===== config.mk =====
export PLATFORM = sky130hd
export DESIGN_NAME = fp32_product_accumulator
export DESIGN_NICKNAME = d
export VERILOG_FILES = /design/src/rtl/fp32_product_accumulator.sv
export SDC_FILE = /design/constraint.sdc
export NUM_CORES = 1
export LEC_CHECK = 0
export BUFFER_PORTS_ARGS = -buffer_cell sky130_fd_sc_hd__buf_4
export CORE_MARGIN = 2
export CORE_UTILIZATION = 30
export DETAILED_ROUTE_END_ITERATION = 16
export GPL_TIMING_DRIVEN = 1
export PLACE_DENSITY = 0.55
export RECOVER_POWER = 25
export SLEW_MARGIN = 20
export SYNTH_ARGS = -nofsm -noshare
export SYNTH_HDL_FRONTEND = slang
export SYNTH_SLANG_ARGS = --single-unit

===== constraint.sdc =====
create_clock -name clk -period 4.73 [get_ports clk]
set_clock_uncertainty 0.05 [all_clocks]
set_input_delay 0.2365 -clock clk [delete_from_list [all_inputs] [get_ports clk]]
set_output_delay 0.2365 -clock clk [all_outputs]
set_load 0.03 [all_outputs]

===== src/rtl/fp32_product_accumulator.sv =====
// fp32_product_accumulator
//   MAC back end: sums a stream of FP32 products (with their multiplier
//   flags) into one FP32 accumulator. Each term takes one multi-cycle trip
//   through an align / add / normalise FSM. Rounding is truncation.
//   The sum and sticky flags are presented when the term tagged last has
//   been absorbed.
//   Optional feature macro: FP_ACC_COUNT_EN adds the acc_count port and a
//   saturating term counter.
module fp32_product_accumulator #(
  parameter logic [31:0] ACC_INIT = 32'h0000_0000
`ifdef FP_ACC_COUNT_EN
  ,
  parameter int unsigned CNT_W    = 16
`endif
) (
  input  logic             clk,
  input  logic             rst,
  input  logic             in_valid,
  output logic             in_ready,
  input  logic [31:0]      in_result,
  input  logic             in_exception,
  input  logic             in_overflow,
  input  logic             in_underflow,
  input  logic             in_last,
  output logic             out_valid,
  input  logic             out_ready,
  output logic [31:0]      acc_result,
  output logic             acc_exception,
  output logic             acc_overflow,
  output logic             acc_underflow
`ifdef FP_ACC_COUNT_EN
  ,
  output logic [CNT_W-1:0] acc_count
`endif
);

  typedef enum logic [2:0] {
    S_IDLE,
    S_ALIGN,
    S_ADD,
    S_NORM,
    S_DONE
  } state_t;

  state_t      state_q, state_d;
  logic [31:0] acc_q, acc_d;         // running sum
  logic [31:0] term_q, term_d;       // latched term (+0 if exception)
  logic        last_q, last_d;
  logic        exc_q, exc_d;
  logic        ovf_q, ovf_d;
  logic        unf_q, unf_d;
  logic [31:0] res_q, res_d;         // presented sum
  logic        sign_a_q, sign_a_d;   // sign of A, later sign of the sum
  logic        sign_b_q, sign_b_d;
  logic [8:0]  exp_q, exp_d;         // working exponent, one spare bit for carry
  logic [23:0] man_a_q, man_a_d;
  logic [23:0] man_b_q, man_b_d;     // B mantissa already aligned to A
  logic [24:0] sum_q, sum_d;         // 25-bit sum with carry bit
`ifdef FP_ACC_COUNT_EN
  logic [CNT_W-1:0] cnt_q, cnt_d;
`endif

  // Unpack both operands; exponent 0 means zero (denormals flushed).
  logic [7:0]  exp_acc, exp_trm, exp_diff;
  logic [23:0] man_acc, man_trm, man_small, man_aligned;
  logic        acc_inf, trm_inf, acc_big;

  assign exp_acc     = acc_q[30:23];
  assign exp_trm     = term_q[30:23];
  assign man_acc     = (exp_acc == 8'd0) ? 24'd0 : {1'b1, acc_q[22:0]};
  assign man_trm     = (exp_trm == 8'd0) ? 24'd0 : {1'b1, term_q[22:0]};
  assign acc_inf     = (exp_acc == 8'hFF);
  assign trm_inf     = (exp_trm == 8'hFF);
  assign acc_big     = (exp_acc >= exp_trm);
  assign exp_diff    = acc_big ? (exp_acc - exp_trm) : (exp_trm - exp_acc);
  assign man_small   = acc_big ? man_trm : man_acc;
  assign man_aligned = (exp_diff >= 8'd25) ? 24'd0 : (man_small >> exp_diff);

  // Normalisation scratch values, produced by the next-state logic.
  logic [8:0]  norm_exp;
  logic [23:0] norm_man;
  logic        norm_fin;
  logic [31:0] norm_word;

  // Next-state and datapath logic for the align/add/normalise FSM.
  always_comb begin
    // NOTE: every variable gets a default first so no path leaves one
    // unassigned, which would otherwise infer a latch.
    state_d   = state_q;
    acc_d     = acc_q;
    term_d    = term_q;
    last_d    = last_q;
    exc_d     = exc_q;
    ovf_d     = ovf_q;
    unf_d     = unf_q;
    res_d     = res_q;
    sign_a_d  = sign_a_q;
    sign_b_d  = sign_b_q;
    exp_d     = exp_q;
    man_a_d   = man_a_q;
    man_b_d   = man_b_q;
    sum_d     = sum_q;
    norm_exp  = exp_q;
    norm_man  = sum_q[23:0];
    norm_fin  = 1'b0;
    norm_word = 32'd0;
`ifdef FP_ACC_COUNT_EN
    cnt_d     = cnt_q;
`endif

    case (state_q)
      S_IDLE: begin
        if (in_valid) begin
          term_d  = in_exception ? 32'd0 : in_result;
          last_d  = in_last;
          exc_d   = exc_q | in_exception;
          ovf_d   = ovf_q | in_overflow;
          unf_d   = unf_q | in_underflow;
`ifdef FP_ACC_COUNT_EN
          if (cnt_q != {CNT_W{1'b1}}) cnt_d = cnt_q + 1'b1;
`endif
          state_d = S_ALIGN;
        end
      end

      S_ALIGN: begin
        if (acc_inf || trm_inf) begin
          // An infinite operand forces the result to overflow to infinity.
          sign_a_d = acc_inf ? acc_q[31] : term_q[31];
          sign_b_d = acc_inf ? acc_q[31] : term_q[31];
          exp_d    = 9'd255;
          man_a_d  = 24'h80_0000;
          man_b_d  = 24'd0;
        end else begin
          sign_a_d = acc_big ? acc_q[31] : term_q[31];
          sign_b_d = acc_big ? term_q[31] : acc_q[31];
          exp_d    = {1'b0, (acc_big ? exp_acc : exp_trm)};
          man_a_d  = acc_big ? man_acc : man_trm;
          man_b_d  = man_aligned;
        end
        state_d = S_ADD;
      end

      S_ADD: begin
        if (sign_a_q == sign_b_q) begin
          sum_d = {1'b0, man_a_q} + {1'b0, man_b_q};
        end else if (man_a_q >= man_b_q) begin
          sum_d = {1'b0, man_a_q} - {1'b0, man_b_q};
        end else begin
          sum_d    = {1'b0, man_b_q} - {1'b0, man_a_q};
          sign_a_d = sign_b_q;
        end
        state_d = S_NORM;
      end

      S_NORM: begin
        if (sum_q == 25'd0) begin
          // Exact cancellation (or zero plus zero) yields +0.
          norm_fin  = 1'b1;
          norm_word = 32'd0;
        end else begin
          if (sum_q[24]) begin
            norm_exp = exp_q + 9'd1;
            norm_man = sum_q[24:1];
            norm_fin = 1'b1;
          end else if (sum_q[23]) begin
            norm_exp = exp_q;
            norm_man = sum_q[23:0];
            norm_fin = 1'b1;
          end else begin
            // One left shift per cycle until the hidden bit reaches bit 23.
            norm_exp = exp_q - 9'd1;
            norm_man = {sum_q[22:0], 1'b0};
            norm_fin = norm_man[23] || (norm_exp == 9'd0);
            sum_d    = {1'b0, norm_man};
            exp_d    = norm_exp;
          end
          if (norm_exp >= 9'd255) begin
            norm_word = {sign_a_q, 8'hFF, 23'd0};
            if (norm_fin) ovf_d = 1'b1;
          end else if (norm_exp == 9'd0) begin
            norm_word = {sign_a_q, 31'd0};
            if (norm_fin) unf_d = 1'b1;
          end else begin
            norm_word = {sign_a_q, norm_exp[7:0], norm_man[22:0]};
          end
        end
        if (norm_fin) begin
          acc_d = norm_word;
          if (last_q) begin
            res_d   = norm_word;
            state_d = S_DONE;
          end else begin
            state_d = S_IDLE;
          end
        end
      end

      S_DONE: begin
        if (out_ready) begin
          acc_d   = ACC_INIT;
          exc_d   = 1'b0;
          ovf_d   = 1'b0;
          unf_d   = 1'b0;
`ifdef FP_ACC_COUNT_EN
          cnt_d   = '0;
`endif
          state_d = S_IDLE;
        end
      end

      default: state_d = S_IDLE;
    endcase
  end

  // State and datapath registers with synchronous reset.
  always_ff @(posedge clk) begin
    // NOTE: sequential state uses non-blocking assignments so every register
    // samples values from before the edge, independent of statement order.
    if (rst) begin
      state_q  <= S_IDLE;
      acc_q    <= ACC_INIT;
      term_q   <= 32'd0;
      last_q   <= 1'b0;
      exc_q    <= 1'b0;
      ovf_q    <= 1'b0;
      unf_q    <= 1'b0;
      res_q    <= ACC_INIT;
      sign_a_q <= 1'b0;
      sign_b_q <= 1'b0;
      exp_q    <= 9'd0;
      man_a_q  <= 24'd0;
      man_b_q  <= 24'd0;
      sum_q    <= 25'd0;
`ifdef FP_ACC_COUNT_EN
      cnt_q    <= '0;
`endif
    end else begin
      state_q  <= state_d;
      acc_q    <= acc_d;
      term_q   <= term_d;
      last_q   <= last_d;
      exc_q    <= exc_d;
      ovf_q    <= ovf_d;
      unf_q    <= unf_d;
      res_q    <= res_d;
      sign_a_q <= sign_a_d;
      sign_b_q <= sign_b_d;
      exp_q    <= exp_d;
      man_a_q  <= man_a_d;
      man_b_q  <= man_b_d;
      sum_q    <= sum_d;
`ifdef FP_ACC_COUNT_EN
      cnt_q    <= cnt_d;
`endif
    end
  end

  assign in_ready      = (state_q == S_IDLE);
  assign out_valid     = (state_q == S_DONE);
  assign acc_result    = res_q;
  assign acc_exception = exc_q;
  assign acc_overflow  = ovf_q;
  assign acc_underflow = unf_q;
`ifdef FP_ACC_COUNT_EN
  assign acc_count     = cnt_q;
`endif

endmodule

==> flow_metrics.env <==
export IMPL_rows=81
export IMPL_max_cap_violations=1
export IMPL_rsz0062_at_grt="false"
export IMPL_busiest_layer="met2"
export IMPL_n_fill_cell=5334
export IMPL_grtUsageMet2=0.343
export IMPL_status="finished with violations"
export IMPL_dp_hpwl_um=42800
export IMPL_synth_top_flop_cell="dfxtp_1"
export IMPL_hold_viol=0
export IMPL_grt_start_max_net_pins=76
export IMPL_syn_nets=2092
export IMPL_synth_avg_cell_area_um2=7.63
export IMPL_cts_max_level=4
export IMPL_ant_nets=0
export IMPL_period_share=0.894
export IMPL_postCtsSetupRepairBufs=0
export IMPL_finalWorstSetupSlack_ns=0.500
export IMPL_timing_fmax_mhz=236
export IMPL_grt_use_met3=0.0407
export IMPL_port_buffer_count=76
export IMPL_antennaDiodeCount=0
export IMPL_ys_warn_count=0
export IMPL_ys_async_sr_fraction=0
export IMPL_clk_path_buf_depth=2
export IMPL_drtIter0Drc=1255
export IMPL_num_vias=14963
export IMPL_nNetsFinal=2087
export IMPL_clkTransAtPathRegs_ns=0.09
export IMPL_cts_tree="done"
export IMPL_drt_vias_per_instance=5.69
export IMPL_dr_pass1_iters=6
export IMPL_antenna_found_initial=1
export IMPL_io_pins=77
export IMPL_core_um2=49100
export IMPL_slew_headroom=-0.862
export IMPL_holdPathStages=4
export IMPL_clock_sinks=187
export IMPL_fin_util=0.336
export IMPL_cts_buffers=17
export IMPL_required_ns=5.08
export IMPL_grt_util_all_layers=0.218
export IMPL_timing_final_crit_period_ns=4.23
export IMPL_drc_errors=0
export IMPL_die_h_um=227
export IMPL_synth_cell_type_count=113
export IMPL_die_area_um2=51500
export IMPL_clock_root_buffer="clkbuf_16"
export IMPL_ir_drop_v=0.000290
export IMPL_grt_overflow_total=0
export IMPL_totalWireLength_um=56100
export IMPL_tightestPinTransition_ns=2.79
export IMPL_power_mw=5.39
export IMPL_rr_worst_depth=12
export IMPL_violations="capacitance limit, slew limit"
export IMPL_final_layout_size_suffix_gt1_frac=0.107
export IMPL_fin_tns_setup_ns=0
export IMPL_min_path_type="in2reg"
export IMPL_finalMaxSlewViolations=66
export IMPL_synth_edf_count=0
export IMPL_synth_seq_area_share=0.251
export IMPL_ys_ff_latch=187
export IMPL_crit_path_max_fanout=16
export IMPL_syn2layout_area_growth_pct=10.6
export IMPL_crit_type="reg2reg"
export IMPL_worstPathArrival_ns=4.58
export IMPL_netlist_area_um2=14900
export IMPL_p_per_area_nw_per_um2=327
export IMPL_setup_viol=0
export IMPL_syn_inst=1957
export IMPL_gp_congestion=0.981
export IMPL_grt_pass1_wl_um=85500
export IMPL_endpoint_kind="register"
export IMPL_post_place_ws_ns=0.607
export IMPL_use_met1=0.289
export IMPL_cp_start_kind="register"
export IMPL_start_util=0.304
export IMPL_die_w_um=227
export IMPL_clk_latency_ns=0.50
export IMPL_wl_per_cell_um=21.4
export IMPL_grt_pass1_vias=14255
export IMPL_leakage_nw=6.04
## routing by layer
layer	up-vias	wire length (um)
met5	-	0
met4	0	2390
met3	127	3180
met2	528	25300
met1	7207	25200
li1	7101	-
## timing repair
item	4_1_cts	5_1_grt
hold buffers	5	0
gates resized for setup	0	0
setup endpoints to repair	0	0
hold endpoints to repair	5	0
## kinds of logic after synthesis
group,share of synthesized area
AOI/OAI and AO/OA,0.274
DFF,0.251
adders and majority gates,0.0822
muxes,0.0700
xor gates and xnor gates,0.0186
buffers and inverters,0.0687
and+or+nand+nor,0.236
## synth_stat cells (all sizes together) (5+ instances only)
library cell / count / area (um2)
dfxtp: 187 / 3740
a221oi: 12 / 111
a31oi: 22 / 153
a32oi: 9 / 78.8
o21ai: 110 / 551
o21bai: 10 / 75.1
a21o: 23 / 174
nor2b: 20 / 133
or3: 18 / 118
buf: 50 / 300
xnor2: 22 / 200
a22o: 10 / 87.6
fa: 5 / 100
or2: 6 / 37.5
nand3: 53 / 265
ha: 90 / 1130
xor2: 8 / 77.6
or4: 6 / 48.8
nor3: 50 / 270
o22ai: 8 / 50.1
o21a: 6 / 52.6
inv: 92 / 345
and3: 8 / 60.1
o311ai: 9 / 78.8
nand2b: 18 / 113
nor4: 28 / 218
a2111oi: 9 / 110
a22oi: 38 / 290
o2111ai: 11 / 109
a211oi: 39 / 318
o31ai: 15 / 126
nand4: 18 / 119
mux2i: 62 / 658
mux2: 26 / 293
and2: 15 / 95.1
nand2: 182 / 693
a32o: 26 / 260
nor3b: 37 / 294
a21oi: 188 / 956
nor2: 234 / 910
clkbuf: 101 / 379
o211ai: 17 / 128
## power by group
part / switching [mW] / total (mW) / internal [mW]
logic: 1.47 / 2.19 / 0.713
registers: 0.113 / 1.74 / 1.63
clock network: 0.744 / 1.46 / 0.715
total: 2.33 / 5.39 / 3.06
## cell type report
cell class,count,area (um2),area share
inverter,92,345,0.0209
multi-input combinational,1527,10200,0.618
clock inverter,11,104,0.00629
sequential,187,3750,0.227
timing repair buffer,127,823,0.0499
clock buffer,20,457,0.0277
tap,664,831,0.0503
## placed cells by master (no fill, tap or decap), types with 20 or more instances in the layout
master and instances:
ha_1 89, a21oi_1 185, a32o_1 26, a21o_1 22
nor4_1 24, nor2_1 228, clkbuf_1 39, mux2_2 24
mux2i_1 59, dfxtp_1 185, o21ai_0 88, o21ai_1 22
buf_4 84, a31oi_1 21, nand3_1 53, nand2_1 179
nor3b_1 35, inv_1 91, nor3_1 45, xnor2_1 20
a211oi_1 34, a22oi_1 37
## final timing paths
path	start	to	slack [ns]
worst min register to register	acc_result[31]$_SDFFE_PP0P_	acc_result[31]$_SDFFE_PP0P_	0.41
worst max register to register	man_a_q[11]$_SDFFE_PP0P_	sum_q[13]$_SDFFE_PP0P_	0.50
worst max-delay path	man_a_q[11]$_SDFFE_PP0P_	sum_q[13]$_SDFFE_PP0P_	0.50
worst min-delay path	in_result[19]	term_q[19]$_SDFFE_PP0P_	0.09
## worst max-delay path, stage by stage, from the launching register on
cell	delay, ns
dfxtp_1	0.40
inv_1	0.06
ha_1	0.45
and3_1	0.27
and3_4	0.20
a22oi_2	0.21
a21oi_2	0.12
nor2_4	0.48
nand2_2	0.42
mux2_1	0.43
o41ai_2	0.39
xnor2_1	0.26
a2111oi_2	0.38
## stage by stage
step / instance area [um2] / cells / hold slack [ns]
finish: 16500 / 2628 / 0.0871
global route: 16500 / 2628 / 0.0988
CTS: 16600 / 2628 / 0.0475
detailed placement: 16000 / 2592 / 0.403
global placement: 16000 / 2592 / 0.401
floorplan: 14900 / 1957 / 0.334
## registers in the layout, summed over array words and instances, names as in the netlist, 3 cells and up
| register | cells |
|---|---|
| acc_q | 32 |
| exp_q | 9 |
| man_a_q | 24 |
| man_b_q | 24 |
| acc_result | 32 |
| sum_q | 25 |
| term_q | 32 |
| state_q | 3 |
Power figures use the tool's default switching activity.
